[src/rtl/mem_sched_if.sv]
// mem_sched_if: CPU-side request ports and 8-bit RAM/IO bus of mem_sched.
// master = pipeline + bus agent side, slave = the scheduler.
interface mem_sched_if #(
    parameter int ADDR_W = 32
);
    // instruction-fetch port
    logic              if_request;
    logic [ADDR_W-1:0] if_addr;
    logic [31:0]       if_inst;
    logic              if_enable;
    logic              flush;

    // load/store port
    logic              ld_req;
    logic              st_req;
    logic [ADDR_W-1:0] ls_addr;
    logic [2:0]        ls_nbytes;
    logic [31:0]       ls_wdata;
    logic [31:0]       ls_rdata;
    logic              ls_done;

    // byte-serial RAM/IO bus
    logic              io_buffer_full;
    logic [7:0]        ram_din;
    logic [7:0]        ram_dout;
    logic [ADDR_W-1:0] ram_a;
    logic              ram_wr;

    modport master (
        output if_request, if_addr, flush,
        output ld_req, st_req, ls_addr, ls_nbytes, ls_wdata,
        output io_buffer_full, ram_din,
        input  if_inst, if_enable,
        input  ls_rdata, ls_done,
        input  ram_dout, ram_a, ram_wr
    );

    modport slave (
        input  if_request, if_addr, flush,
        input  ld_req, st_req, ls_addr, ls_nbytes, ls_wdata,
        input  io_buffer_full, ram_din,
        output if_inst, if_enable,
        output ls_rdata, ls_done,
        output ram_dout, ram_a, ram_wr
    );
endinterface

[src/rtl/mem_sched.sv]
// mem_sched: arbitrates fetch vs load/store and serialises each access
// into little-endian byte cycles. Optional UART wait: MEM_SCHED_IO_WAIT_EN.
module mem_sched #(
    parameter int ADDR_W = 32
) (
    input  logic       clk,
    input  logic       rst,
    input  logic       rdy,
    mem_sched_if.slave bus
);

    typedef enum logic [2:0] {
        S_IDLE,
        S_READ,
        S_WRITE,
        S_IO_WAIT,
        S_DONE
    } state_e;

    state_e            state_q, state_d;
    logic [2:0]        k_q, k_d;
    logic [2:0]        n_q, n_d;
    logic [ADDR_W-1:0] addr_q, addr_d;
    logic [31:0]       wdata_q, wdata_d;
    logic [31:0]       data_q, data_d;
    logic              fetch_q, fetch_d;

`ifdef MEM_SCHED_IO_WAIT_EN
    logic              io_q, io_d;
    logic              gap_q, gap_d;
    logic              io_hit;
`else
    logic              unused_io;
`endif

    logic [ADDR_W-1:0] byte_addr;
    logic [7:0]        wbyte;
    logic [3:0]        k_inc;
    logic              wr_last;
    logic              rd_last;

    assign byte_addr = addr_q + ADDR_W'(k_q);
    assign k_inc     = {1'b0, k_q} + 4'd1;
    assign wr_last   = (k_inc >= {1'b0, n_q});
    assign rd_last   = (k_q >= n_q);

`ifdef MEM_SCHED_IO_WAIT_EN
    assign io_hit = (bus.ls_addr[17:16] == 2'b11);
`else
    assign unused_io = bus.io_buffer_full;
`endif

    // Select the store byte for the current lane.
    always_comb begin
        wbyte = wdata_q[7:0];
        case (k_q[1:0])
            2'd1:    wbyte = wdata_q[15:8];
            2'd2:    wbyte = wdata_q[23:16];
            2'd3:    wbyte = wdata_q[31:24];
            default: wbyte = wdata_q[7:0];
        endcase
    end

    // Next-state logic; rdy low leaves every register at its value.
    always_comb begin
        state_d = state_q;
        k_d     = k_q;
        n_d     = n_q;
        addr_d  = addr_q;
        wdata_d = wdata_q;
        data_d  = data_q;
        fetch_d = fetch_q;
`ifdef MEM_SCHED_IO_WAIT_EN
        io_d    = io_q;
        gap_d   = gap_q;
`endif
        if (rdy) begin
            unique case (state_q)
                S_IDLE: begin
                    k_d    = '0;
                    data_d = '0;
                    if (bus.st_req) begin
                        addr_d  = bus.ls_addr;
                        n_d     = bus.ls_nbytes;
                        wdata_d = bus.ls_wdata;
                        fetch_d = 1'b0;
                        state_d = S_WRITE;
`ifdef MEM_SCHED_IO_WAIT_EN
                        io_d  = io_hit;
                        gap_d = 1'b0;
                        if (io_hit && bus.io_buffer_full)
                            state_d = S_IO_WAIT;
`endif
                    end else if (bus.ld_req) begin
                        addr_d  = bus.ls_addr;
                        n_d     = bus.ls_nbytes;
                        fetch_d = 1'b0;
                        state_d = S_READ;
`ifdef MEM_SCHED_IO_WAIT_EN
                        io_d  = 1'b0;
                        gap_d = 1'b0;
`endif
                    end else if (bus.if_request && !bus.flush) begin
                        addr_d  = bus.if_addr;
                        n_d     = 3'd4;
                        fetch_d = 1'b1;
                        state_d = S_READ;
`ifdef MEM_SCHED_IO_WAIT_EN
                        io_d  = 1'b0;
                        gap_d = 1'b0;
`endif
                    end
                end
                S_READ: begin
                    if (fetch_q && bus.flush) begin
                        state_d = S_IDLE;
                    end else begin
                        // ram_din answers the address issued last cycle
                        case (k_q)
                            3'd1:    data_d[7:0]   = bus.ram_din;
                            3'd2:    data_d[15:8]  = bus.ram_din;
                            3'd3:    data_d[23:16] = bus.ram_din;
                            3'd4:    data_d[31:24] = bus.ram_din;
                            default: data_d = data_q;
                        endcase
                        if (rd_last)
                            state_d = S_DONE;
                        else
                            k_d = k_inc[2:0];
                    end
                end
                S_WRITE: begin
                    if (wr_last) begin
                        state_d = S_DONE;
                    end else begin
                        k_d     = k_inc[2:0];
                        state_d = S_WRITE;
`ifdef MEM_SCHED_IO_WAIT_EN
                        // idle bus cycle after each IO byte
                        if (io_q) begin
                            state_d = S_IO_WAIT;
                            gap_d   = 1'b1;
                        end
`endif
                    end
                end
`ifdef MEM_SCHED_IO_WAIT_EN
                S_IO_WAIT: begin
                    if (gap_q)
                        gap_d = 1'b0;
                    else if (!bus.io_buffer_full)
                        state_d = S_WRITE;
                end
`endif
                S_DONE: begin
                    state_d = S_IDLE;
                end
                default: begin
                    state_d = S_IDLE;
                end
            endcase
        end
    end

    // State register with synchronous reset.
    always_ff @(posedge clk) begin
        if (rst) begin
            state_q <= S_IDLE;
            k_q     <= '0;
            n_q     <= '0;
            addr_q  <= '0;
            wdata_q <= '0;
            data_q  <= '0;
            fetch_q <= 1'b0;
`ifdef MEM_SCHED_IO_WAIT_EN
            io_q    <= 1'b0;
            gap_q   <= 1'b0;
`endif
        end else begin
            state_q <= state_d;
            k_q     <= k_d;
            n_q     <= n_d;
            addr_q  <= addr_d;
            wdata_q <= wdata_d;
            data_q  <= data_d;
            fetch_q <= fetch_d;
`ifdef MEM_SCHED_IO_WAIT_EN
            io_q    <= io_d;
            gap_q   <= gap_d;
`endif
        end
    end

    // Bus drive and completion pulses decoded from the current state.
    always_comb begin
        bus.ram_a     = '0;
        bus.ram_dout  = '0;
        bus.ram_wr    = 1'b0;
        bus.if_enable = 1'b0;
        bus.if_inst   = '0;
        bus.ls_done   = 1'b0;
        bus.ls_rdata  = '0;
        unique case (state_q)
            S_READ: begin
                if (!rd_last)
                    bus.ram_a = byte_addr;
            end
            S_WRITE: begin
                bus.ram_a    = byte_addr;
                bus.ram_dout = wbyte;
                bus.ram_wr   = rdy && !rst;
            end
            S_DONE: begin
                if (rdy && !rst) begin
                    if (fetch_q) begin
                        if (!bus.flush) begin
                            bus.if_enable = 1'b1;
                            bus.if_inst   = data_q;
                        end
                    end else begin
                        bus.ls_done  = 1'b1;
                        bus.ls_rdata = data_q;
                    end
                end
            end
            default: begin
                bus.ram_a = '0;
            end
        endcase
    end

endmodule

[src/flat_wrapper.sv]
// flat-port wrapper written by rule: the top's interface ports become plain ports
module mem_sched_flat 
#(
    parameter int ADDR_W = 32
)
  (clk, rst, rdy, bus_if_request, bus_if_addr, bus_flush, bus_ld_req, bus_st_req, bus_ls_addr, bus_ls_nbytes, bus_ls_wdata, bus_io_buffer_full, bus_ram_din, bus_if_inst, bus_if_enable, bus_ls_rdata, bus_ls_done, bus_ram_dout, bus_ram_a, bus_ram_wr);
  mem_sched_if #(.ADDR_W(ADDR_W)) bus_i ();
  input  logic clk;
  input  logic rst;
  input  logic rdy;
  input wire logic [$bits(bus_i.if_request)-1:0] bus_if_request;
  input wire logic [$bits(bus_i.if_addr)-1:0] bus_if_addr;
  input wire logic [$bits(bus_i.flush)-1:0] bus_flush;
  input wire logic [$bits(bus_i.ld_req)-1:0] bus_ld_req;
  input wire logic [$bits(bus_i.st_req)-1:0] bus_st_req;
  input wire logic [$bits(bus_i.ls_addr)-1:0] bus_ls_addr;
  input wire logic [$bits(bus_i.ls_nbytes)-1:0] bus_ls_nbytes;
  input wire logic [$bits(bus_i.ls_wdata)-1:0] bus_ls_wdata;
  input wire logic [$bits(bus_i.io_buffer_full)-1:0] bus_io_buffer_full;
  input wire logic [$bits(bus_i.ram_din)-1:0] bus_ram_din;
  output wire logic [$bits(bus_i.if_inst)-1:0] bus_if_inst;
  output wire logic [$bits(bus_i.if_enable)-1:0] bus_if_enable;
  output wire logic [$bits(bus_i.ls_rdata)-1:0] bus_ls_rdata;
  output wire logic [$bits(bus_i.ls_done)-1:0] bus_ls_done;
  output wire logic [$bits(bus_i.ram_dout)-1:0] bus_ram_dout;
  output wire logic [$bits(bus_i.ram_a)-1:0] bus_ram_a;
  output wire logic [$bits(bus_i.ram_wr)-1:0] bus_ram_wr;
  assign bus_i.if_request = bus_if_request;
  assign bus_i.if_addr = bus_if_addr;
  assign bus_i.flush = bus_flush;
  assign bus_i.ld_req = bus_ld_req;
  assign bus_i.st_req = bus_st_req;
  assign bus_i.ls_addr = bus_ls_addr;
  assign bus_i.ls_nbytes = bus_ls_nbytes;
  assign bus_i.ls_wdata = bus_ls_wdata;
  assign bus_i.io_buffer_full = bus_io_buffer_full;
  assign bus_i.ram_din = bus_ram_din;
  assign bus_if_inst = bus_i.if_inst;
  assign bus_if_enable = bus_i.if_enable;
  assign bus_ls_rdata = bus_i.ls_rdata;
  assign bus_ls_done = bus_i.ls_done;
  assign bus_ram_dout = bus_i.ram_dout;
  assign bus_ram_a = bus_i.ram_a;
  assign bus_ram_wr = bus_i.ram_wr;
  mem_sched #(.ADDR_W(ADDR_W)) u_core (.clk(clk), .rst(rst), .rdy(rdy), .bus(bus_i));
endmodule
[config.mk]
export PLATFORM = sky130hd
export DESIGN_NAME = mem_sched_flat
export DESIGN_NICKNAME = d
export VERILOG_FILES = /design/src/rtl/mem_sched_if.sv /design/src/rtl/mem_sched.sv /design/src/flat_wrapper.sv
export SDC_FILE = /design/constraint.sdc
export NUM_CORES = 1
export LEC_CHECK = 0
export CELL_PAD_IN_SITES_DETAIL_PLACEMENT = 0
export CELL_PAD_IN_SITES_GLOBAL_PLACEMENT = 1
export CORE_MARGIN = 2
export CORE_UTILIZATION = 31
export CTS_BUF_LIST = sky130_fd_sc_hd__clkbuf_16
export DETAILED_ROUTE_END_ITERATION = 16
export PLACE_DENSITY_LB_ADDON = 0.1
export SETUP_SLACK_MARGIN = 0.4
export SKIP_LAST_GASP = 1
export SLEW_MARGIN = 25
export SYNTH_ARGS = -nofsm -noshare
export SYNTH_HDL_FRONTEND = slang
export SYNTH_SLANG_ARGS = --single-unit
export TNS_END_PERCENT = 50
[constraint.sdc]
create_clock -name clk -period 3.69 [get_ports clk]
set_clock_uncertainty 0.15 [all_clocks]
set_input_delay 0.738 -clock clk [delete_from_list [all_inputs] [get_ports clk]]
set_output_delay 0.738 -clock clk [all_outputs]
set_load 0.01 [all_outputs]
==> impl_results.md, run 1 <==
* Die Span Y at 141 um
* Final worst slack at 0.204 ns
* Number of global-route vias before repair at 5605
* Antenna Nets Post-Route at 0
* Worst-Margin Slew at 0.926 ns
* Via count at 6061
* Max_cap viols at 0
* Total power at 2.94 mW
* Util after Layout at 0.475
* CORE AREA at 18600 um2
* Top-area cell type share of the netlist area at 0.363
* Pre-antenna DRT Iters at 5
* Initial Util at 0.314
* Final GP Congestion at 0.774
* Top FF cell, synth: dfxtp_1
* Die ar. at 20000 um2
* Share of post-route cells with drive strength above 1 at 0.0903
* Worst-path clk slew at 0.07 ns
* Syn avg cell area at 7.43 um2
* Slew headroom at 0.380
* Hold buffers post-CTS at 0
* Final hold vios at 0
* All-layer global routing usage at 0.191
* Reg2reg setup slack at 0.78 ns
* Iter 0 DRT Violations at 328
* CTS root buffer: clkbuf_16
* EDFF count, synth at 0
* Post-Place Worst Slack at 0.100 ns
* Setup tns final at 0 ns
* Vias per cell at 4.92
* # DRC at 0
* Total gr overflow at 0
* Area leader, netlist: dfxtp_1
* CTS tree: yes
* RSZ-0062 raised after global routing: true
* Setup violations, final at 0
* Pin count of the biggest net entering global routing at 58
* CP Data Arrival Time at 2.60 ns
* Synthesis-to-finish area growth at 51.1%
* Placed instance area at 8340 um2
* Period utilisation layout at 0.945
* Worst-Skew Late Latency at 0.35 ns
* Row count at 50
* Die Span X at 141 um
* Initial antenna violation count at 0
* Mapped Cells at 786
* Nets@finish at 1123
* Cell area after synthesis at 5840 um2
* Dpl cells at 1204
* Slew Limit Fails at 0
* Final std cells w/o fill at 1231
* Fmax at 287 MHz
* Critical path peak fanout at 16
* First-pass GRT wire length at 30300 um
* Final WL at 19700 um
* Worst setup EP type: primary output
* Yosys reg bits at 106
* Largest cells by area after synthesis: dfxtp_1, nand2_1, and2_1, nor2_1, o21ai_0
* Status: complete, no violations
* I/O Pins at 222
* Crit path required time at 2.80 ns
* Worst min path class: flop to flop
* Syn nets at 917
* Critical path startpoint category: input pin
* Post-synth cell types at 45
* Min Hold Slack at 0.307 ns
* Port bufs at 220
* Fraction of registers with async set/reset at 0
* PwrDens at 333 nW/um2
* Most frequent cell after synthesis: nand2_1
* Worst VDD drop at 0.220 mV
* Post-detailed-placement half-perimeter wirelength at 13600 um
* Post-Layout Inst Area at 8830 um2
* P_leak at 3.26 nW
* # clock sinks at 106
* CTS Buf Count at 9
* CTS max path bufs at 2
* WL per Instance at 16.0 um
* CTS HTree Levels at 3
* Post-synthesis sequential area ratio at 0.363
* Ant diodes at 0
* Synth warn at 0
* Kind of critical path: input pin to primary output
* Minimum clock period after layout at 3.49 ns
* Post-synth top cells: nand2_1, dfxtp_1, nor2_1, and2_1, o21ai_0
## logic make-up after synthesis
kind of cell	after synthesis	share of synthesized area
AO/OA/AOI/OAI	181	0.200
XOR/XNOR	28	0.0420
adder cells (fa/ha/maj)	16	0.0356
buffers and inverters	69	0.0467
flip-flops	106	0.363
AND/OR/NAND/NOR	386	0.312
## what timing repair did
action,CTS,global route
hold endpoints to repair,0,0
gates cloned,2,1
buffers inserted,6,2
endpoints found under the setup margin,104,92
pin swaps,14,6
gates resized for setup,88,13
## area by class of cell
cell class | instances | area [um2]
inverters | 14 | 52.6
clock inverters | 7 | 100
well taps | 234 | 293
repair buffers | 250 | 2480
fillers | 1930 | 9750
clock buffers | 9 | 225
multi-input cells | 611 | 3550
flip-flops and latches | 106 | 2130
## state kept, by name, indices dropped and copies added, names as in the netlist
name and count:
u_core.addr_q 32, u_core.data_q 32, u_core.wdata_q 32, u_core.k_q 3, u_core.n_q 3, u_core.state_q 3, u_core.fetch_q 1
## power by group
group / switching, mW / internal [mW] / leakage [nW]
clock: 0.464 / 0.603 / 0.160
combinational: 0.305 / 0.269 / 2.24
sequential: 0.0794 / 1.22 / 0.867
total: 0.848 / 2.09 / 3.26
## placed cells by master (no fill, tap or decap), types with 10 or more instances in the layout
cell type        synthesis  final
a21oi_1                 59     58
a311oi_1                32     32
and2_1                  70     70
buf_2                    8     10
buf_4                    1     21
clkbuf_16                0     10
clkdlybuf4s50_1          0    180
dfxtp_1                106    103
dlygate4sd2_1            0     23
ha_1                    15     12
inv_1                   13     12
nand2_1                150    150
nand3_1                 21     21
nand4_1                 14     14
nor2_1                  92     85
o21ai_0                 60     59
xor2_1                  26     26
## routing by layer
metal  share of wire  GRT usage
met1            0.49      0.264
met2            0.45      0.310
met3           0.041     0.0287
met4           0.011     0.0574
met5               0          0
## critical path, cell delays in order
cell             delay [ns]
clkdlybuf4s50_1        0.49
nand4b_1               0.14
buf_4                  0.18
nor2_4                 0.19
clkbuf_16              0.20
and2_1                 0.13
clkdlybuf4s50_1        0.53
## worst paths after layout
check,endpoint,cells past startpoint,startpoint
hold reg to reg,u_core.wdata_q[1]$_SDFFE_PP0P_,2,u_core.wdata_q[1]$_SDFFE_PP0P_
setup / recovery,bus_ls_rdata[16],7,rdy
setup reg to reg,u_core.k_q[1]$_SDFFE_PP0P_,10,u_core.k_q[0]$_SDFFE_PP0P_
hold / removal,u_core.wdata_q[1]$_SDFFE_PP0P_,2,u_core.wdata_q[1]$_SDFFE_PP0P_
No activity file was read; power rests on OpenSTA's default activity.
==> run 2: changes to the inputs <==
RECOVER_POWER = 100   (was not set)
==> run 2 against run 1 <==
Against the previous run: final cell count unchanged; highest routed layer unchanged; critical path type unchanged; power about the same; non-clock buffer count unchanged; routed wire length about the same; clock power about the same; count of clock-buffer cells in the layout unchanged; combinational power about the same; hold slack about the same.
==> impl_results.md, run 2 (synthesis results as in run 1) <==
* CP startpoint: rdy
* Setup tns final at 0 ns (unchanged)
* Slowest CP cell: dlygate4sd3_1
* Critical path peak fanout at 16 (unchanged)
* Total gr overflow at 0 (unchanged)
* Synthesis-to-finish area growth at 50.8%
* CTS HTree Levels at 3 (unchanged)
* Ant diodes at 0 (unchanged)
* RSZ-0062 raised after global routing: true
* Crit-path cells: dlygate4sd3_1, nand4b_1, buf_4, nor2_4, clkbuf_16, and2_1, clkdlybuf4s50_1
* Hold buffers post-CTS at 0 (unchanged)
* Slew Limit Fails at 0 (unchanged)
* CTS root buffer: clkbuf_16
* Worst min path class: flop to flop
* Worst setup EP type: primary output
* Die Span X at 141 um (unchanged)
* Antenna Nets Post-Route at 0 (unchanged)
* Via count at 6054 (-0.12%)
* Post-detailed-placement half-perimeter wirelength at 13600 um (unchanged)
* Commonest non-fill, non-tap cells in the layout: clkdlybuf4s50_1, nand2_1, dfxtp_1, nor2_1, and2_1
* Initial antenna violation count at 0 (unchanged)
* Kind of critical path: input pin to primary output
* Vias per cell at 4.92 (-0.12%)
* CTS Buf Count at 9 (unchanged)
* WL per Instance at 16.0 um (about the same)
* Highest cell delay on the worst timing path at 0.56 ns (+0.03 ns)
* Worst-Margin Slew at 0.893 ns (-0.0334 ns)
* Util after Layout at 0.474 (-0.000943)
* Final std cells w/o fill at 1231 (unchanged)
* # clock sinks at 106 (unchanged)
* P_leak at 3.24 nW (-0.74%)
* Port bufs at 220 (unchanged)
* First-pass GRT wire length at 30300 um (unchanged)
* I/O Pins at 222 (unchanged)
* Setup violations, final at 0 (unchanged)
* Status: complete, no violations
* Worst-Skew Late Latency at 0.35 ns (about the same)
* # DRC at 0 (unchanged)
* Final GP Congestion at 0.774 (unchanged)
* Final hold vios at 0 (unchanged)
* Number of global-route vias before repair at 5605 (unchanged)
* Period utilisation layout at 0.963 (+0.0185)
* All-layer global routing usage at 0.191 (unchanged)
* Initial Util at 0.314 (unchanged)
* CP Data Arrival Time at 2.67 ns (+0.07 ns)
* Iter 0 DRT Violations at 329 (+0.30%)
* Worst VDD drop at 0.221 mV (+0.77%)
* PwrDens at 334 nW/um2 (+0.11%)
* Worst R2R Start: u_core.k_q[0]$_SDFFE_PP0P_
* Max_cap viols at 0 (unchanged)
* Die Span Y at 141 um (unchanged)
* Fmax at 281 MHz (-1.9%)
* Most common cell after layout, fill and taps aside: clkdlybuf4s50_1
* CORE AREA at 18600 um2 (unchanged)
* Share of post-route cells with drive strength above 1 at 0.0863 (-0.00401)
* Dpl cells at 1204 (unchanged)
* Die ar. at 20000 um2 (unchanged)
* CTS max path bufs at 2 (unchanged)
* Pre-antenna DRT Iters at 5 (unchanged)
* Pin count of the biggest net entering global routing at 58 (unchanged)
* Critical path startpoint category: input pin
* Final WL at 19700 um (about the same)
* Row count at 50 (unchanged)
* Nets@finish at 1123 (unchanged)
* Worst Min Path Start: u_core.wdata_q[1]$_SDFFE_PP0P_
* CTS tree: yes
* Worst-path clk slew at 0.07 ns (about the same)
* Slew headroom at 0.402 (+0.0224)
* Minimum clock period after layout at 3.55 ns (+0.0682 ns)
* Biggest regs: u_core.addr_q (32), u_core.data_q (32), u_core.wdata_q (32)
* Crit path required time at 2.80 ns (about the same)
-- run 2: worst paths after layout --
path	to	slack, ns	cells past startpoint
worst min register to register	u_core.wdata_q[1]$_SDFFE_PP0P_	0.31	2
worst max register to register	u_core.k_q[1]$_SDFFE_PP0P_	0.72	10
worst min-delay path	u_core.wdata_q[1]$_SDFFE_PP0P_	0.31	2
worst max-delay path	bus_ls_rdata[7]	0.14	7
-- run 2: power by group --
group | internal (mW) | switching, mW
clock network | 0.603 | 0.465
registers | 1.22 | 0.0794
logic | 0.267 | 0.304
-- run 2: layout make-up --
class                           instances  area (um2)
Clock buffer                            9         225
Inverter                               14        52.6
Fill cell                            1935        9770
Tap cell                              234         293
Multi-Input combinational cell        611        3540
Clock inverter                          7         100
Sequential cell                       106        2120
Timing Repair Buffer                  250        2470
-- run 2: layer usage --
| layer | share of wire | wire length (um) | track usage | vias up |
|---|---|---|---|---|
| met5 | 0 | 0 | 0 | - |
| met4 | 0.011 | 220 | 0.0574 | 0 |
| met3 | 0.042 | 835 | 0.0287 | 14 |
| met2 | 0.46 | 9000 | 0.310 | 158 |
| met1 | 0.49 | 9680 | 0.264 | 2754 |
| li1 | - | - | - | 3128 |
-- run 2: critical path, delay by kind of cell --
| kind | cells | cell delay, ns |
|---|---|---|
| buffers and inverters | 4 | 1.48 |
| AND/OR/NAND/NOR | 3 | 0.45 |
-- run 2: per-stage QoR --
| stage | power [mW] | area [um2] | hold slack (ns) | worst slack (ns) |
|---|---|---|---|---|
| after floorplan | 1.62 | 5840 | 0.280 | 0.532 |
| after global placement | 1.89 | 8340 | 0.294 | 0.117 |
| after detailed placement | 1.89 | 8340 | 0.299 | 0.100 |
| after CTS | 2.98 | 8770 | 0.309 | 0.154 |
| after global routing | 3.10 | 8810 | 0.324 | 0.0624 |
| final | 2.94 | 8810 | 0.307 | 0.136 |
-- run 2: timing repair --
| action | 4_1_cts | 5_1_grt |
|---|---|---|
| buffers inserted | 6 | 2 |
| gates resized for setup | 88 | 13 |
| cloned | 2 | 1 |
| pin swaps | 14 | 6 |
| setup endpoints to repair | 104 | 92 |
==> RTL edit (flow settings as in run 2) <==
Re-encode `state_e` (5 states) as one-hot, 5 bits wide.
--- a/src/rtl/mem_sched.sv
+++ b/src/rtl/mem_sched.sv
@@ -11,8 +11,8 @@
 
-    typedef enum logic [2:0] {
-        S_IDLE,
-        S_READ,
-        S_WRITE,
-        S_IO_WAIT,
-        S_DONE
+    typedef enum logic [4:0] {
+        S_IDLE    = 5'b00001,
+        S_READ    = 5'b00010,
+        S_WRITE   = 5'b00100,
+        S_IO_WAIT = 5'b01000,
+        S_DONE    = 5'b10000
     } state_e;
Check against the original RTL: no difference found for any inputs over 4 cycles, from zero or initial values and one cycle with rst high; so few cycles prove little.
==> RTL edit against run 2 <==
- sequential power about the same
- via count fell by 0.15%
- sequential cell count rose by 1
- non-clock buffer count rose by 25
- cell area is 5.2% higher
- combinational power decreased by 12%
- total power fell by 4.1%
- die area increased by 3.7%
- wire length up 0.67%
- worst setup slack worse by 5.2 ps
- area after synthesis rose by 3.8%
- critical path depth grew 2
- critical path type unchanged
- critical endpoint is now bus_if_inst[6]
- largest cell class unchanged
- largest power group unchanged
==> RTL edit: results (changes against run 2) <==
[setup_path]
reg2reg_from = u_core.state_q[0]$_SDFFE_PP1P_
r2r_slack_ps = 520  ; -200 ps
critPathSlowestCell = or4b_1
arrival_ps = 2670  ; about the same
critical-path-top-delay-family = simple AND/OR/NAND/NOR gates
max_stage_delay_ps = 460  ; -100 ps
crit_path_start = rst
worst-path-max-fanout = 8  ; -8
crit_type = primary input to primary output
endpoint = bus_if_inst[6]
r2r_end = u_core.addr_q[4]$_SDFFE_PP0P_
reg2regPathDepth = 5  ; -5

[clock_network]
cts-htree-levels = 3  ; unchanged
cts.path.max_buffers = 2  ; unchanged
path_clk_slew_ps = 80
clk_latency_ps = 360
cts-root-buf = clkbuf_16
numCtsBuffers = 9  ; unchanged

[final_layout]
reg_top3 = u_core.addr_q x32, u_core.data_q x32, u_core.wdata_q x32
fillers = 1972  ; +1.9%
nets = 1140  ; +1.5%
num_antenna_cells = 0  ; unchanged
final_layout_size_suffix_gt1_share_pct = 14.2  ; +5.6 points

[synthesis]
yosysWarnings = 0  ; unchanged
ys_types = 54  ; +20%
synth-async-reset-ratio_pct = 0  ; unchanged
seq_area_frac_synth_pct = 35.3  ; -1.0 points
ys_top_cells_by_area = dfxtp_1 (35%), nand2_1 (8.5%), and2_1 (7.6%)
syn_nets = 914  ; -0.33%
synthCells = 783  ; -0.38%
ys.flop_type = dfxtp_1
synth_common_cells = nand2_1 (138), nor2_1 (119), dfxtp_1 (107), and2_1 (74), a21oi_1 (45)

[power_and_ir_drop]
ir_drop_v = 0.000211  ; -4.6%
leakagePower_nw = 3.87  ; +19%
intPower_mw = 2.02  ; -3.2%

[placed_design]
place_hpwl_um = 13600  ; -0.67%
place.gp.congestion = 0.773  ; -0.19%
dpl.cell_count = 1228  ; +2.0%
place.port_buffers = 220  ; unchanged

[worst_hold_path]
hp-class = flop to flop

[status]
status = finished, final reports clean

[global_routing]
grt_pass1_wl_um = 30700  ; +1.2%
track_usage_pct = 19.0  ; -0.13 points
antenna_found_initial = 0  ; unchanged
grt_max_degree = 72  ; +24%
grt_pass1_vias = 5690  ; +1.5%

[sta]
slew_headroom_pct = 16.2  ; -24 points

[drt]
wirelength_um = 19900  ; +0.67%
routedWlPerCell_um = 15.5  ; -3.1%
drt_iter0_markers = 233  ; -29%
viasPerCell = 4.73  ; -3.9%
first_pass_iters = 4  ; -1

RTL edit: cell families (layout without fill, tap and decap cells):
family                     Yosys count  count (layout)  share of synthesized area [%]
AOI/OAI and AO/OA                  118             118                           13.9
and+or+nand+nor                    407             407                           32.2
xor gates and xnor gates            29              29                           4.19
DFF                                107             107                           35.3
buffers and inverters               71             302                           5.24
muxes                               35              35                           5.78
adders and majority gates           16              16                           3.43
RTL edit: area by class of cell:
type | instances | share of cell area (%)
Clock inverter | 7 | 0.918
Sequential cell | 107 | 23.2
Multi-Input combinational cell | 605 | 41.1
Timing Repair Buffer | 275 | 28.4
Inverter | 11 | 0.446
Clock buffer | 9 | 2.43
Tap cell | 265 | 3.58
RTL edit: how the worst min path moves through the flow:
stage                                         start                         endpoint  slack [ps]  cells after the start
floorplan           u_core.wdata_q[10]$_SDFFE_PP0P_  u_core.wdata_q[10]$_SDFFE_PP0P_         290                      2
global placement    u_core.wdata_q[13]$_SDFFE_PP0P_  u_core.wdata_q[13]$_SDFFE_PP0P_         290                      2
detailed placement  u_core.wdata_q[14]$_SDFFE_PP0P_  u_core.wdata_q[14]$_SDFFE_PP0P_         300                      2
CTS                 u_core.wdata_q[14]$_SDFFE_PP0P_  u_core.wdata_q[14]$_SDFFE_PP0P_         310                      2
global route        u_core.wdata_q[15]$_SDFFE_PP0P_  u_core.wdata_q[15]$_SDFFE_PP0P_         320                      2
finish              u_core.wdata_q[11]$_SDFFE_PP0P_  u_core.wdata_q[11]$_SDFFE_PP0P_         310                      2
RTL edit: per-stage QoR:
step	cell area, um^2	hold WS [ps]	setup slack, ps
2_1_floorplan	6060	286	639
3_5_place_dp	8520	296	-312
4_1_cts	9250	307	2.89
6_report	9270	306	131
5_1_grt	9270	318	59.0
3_3_place_gp	8520	291	-290
RTL edit: worst reg2reg max path: stages (launching register included):
cell and delay, ps:
dfxtp_1 520, nor4b_1 1030, o211a_2 360, clkbuf_4 620
nor2_1 120, a311oi_1 270
RTL edit: layer usage:
metal	track usage, %	vias to the layer above	part of all wire [%]
met2	31.8	139	48
met4	3.77	0	1.1
met3	6.33	12	6.5
li1	-	3140	-
met5	0	-	0
met1	23.9	2754	44
RTL edit: power groups by stage:
stage | logic, mW | clock network, mW | registers [mW]
2_1_floorplan | 0.311 | 0 | 1.30
3_3_place_gp | 0.500 | 0 | 1.32
3_5_place_dp | 0.500 | 0 | 1.32
4_1_cts | 0.510 | 1.06 | 1.30
5_1_grt | 0.559 | 1.10 | 1.31
6_report | 0.500 | 1.02 | 1.30
RTL edit: timing repair:
action                                  CTS  global route
cloned                                    7             0
hold buffers                              0             0
endpoints found under the setup margin  107           107
setup buffers                            20             8
gates resized for setup                 307            86
pin swaps                                27            25
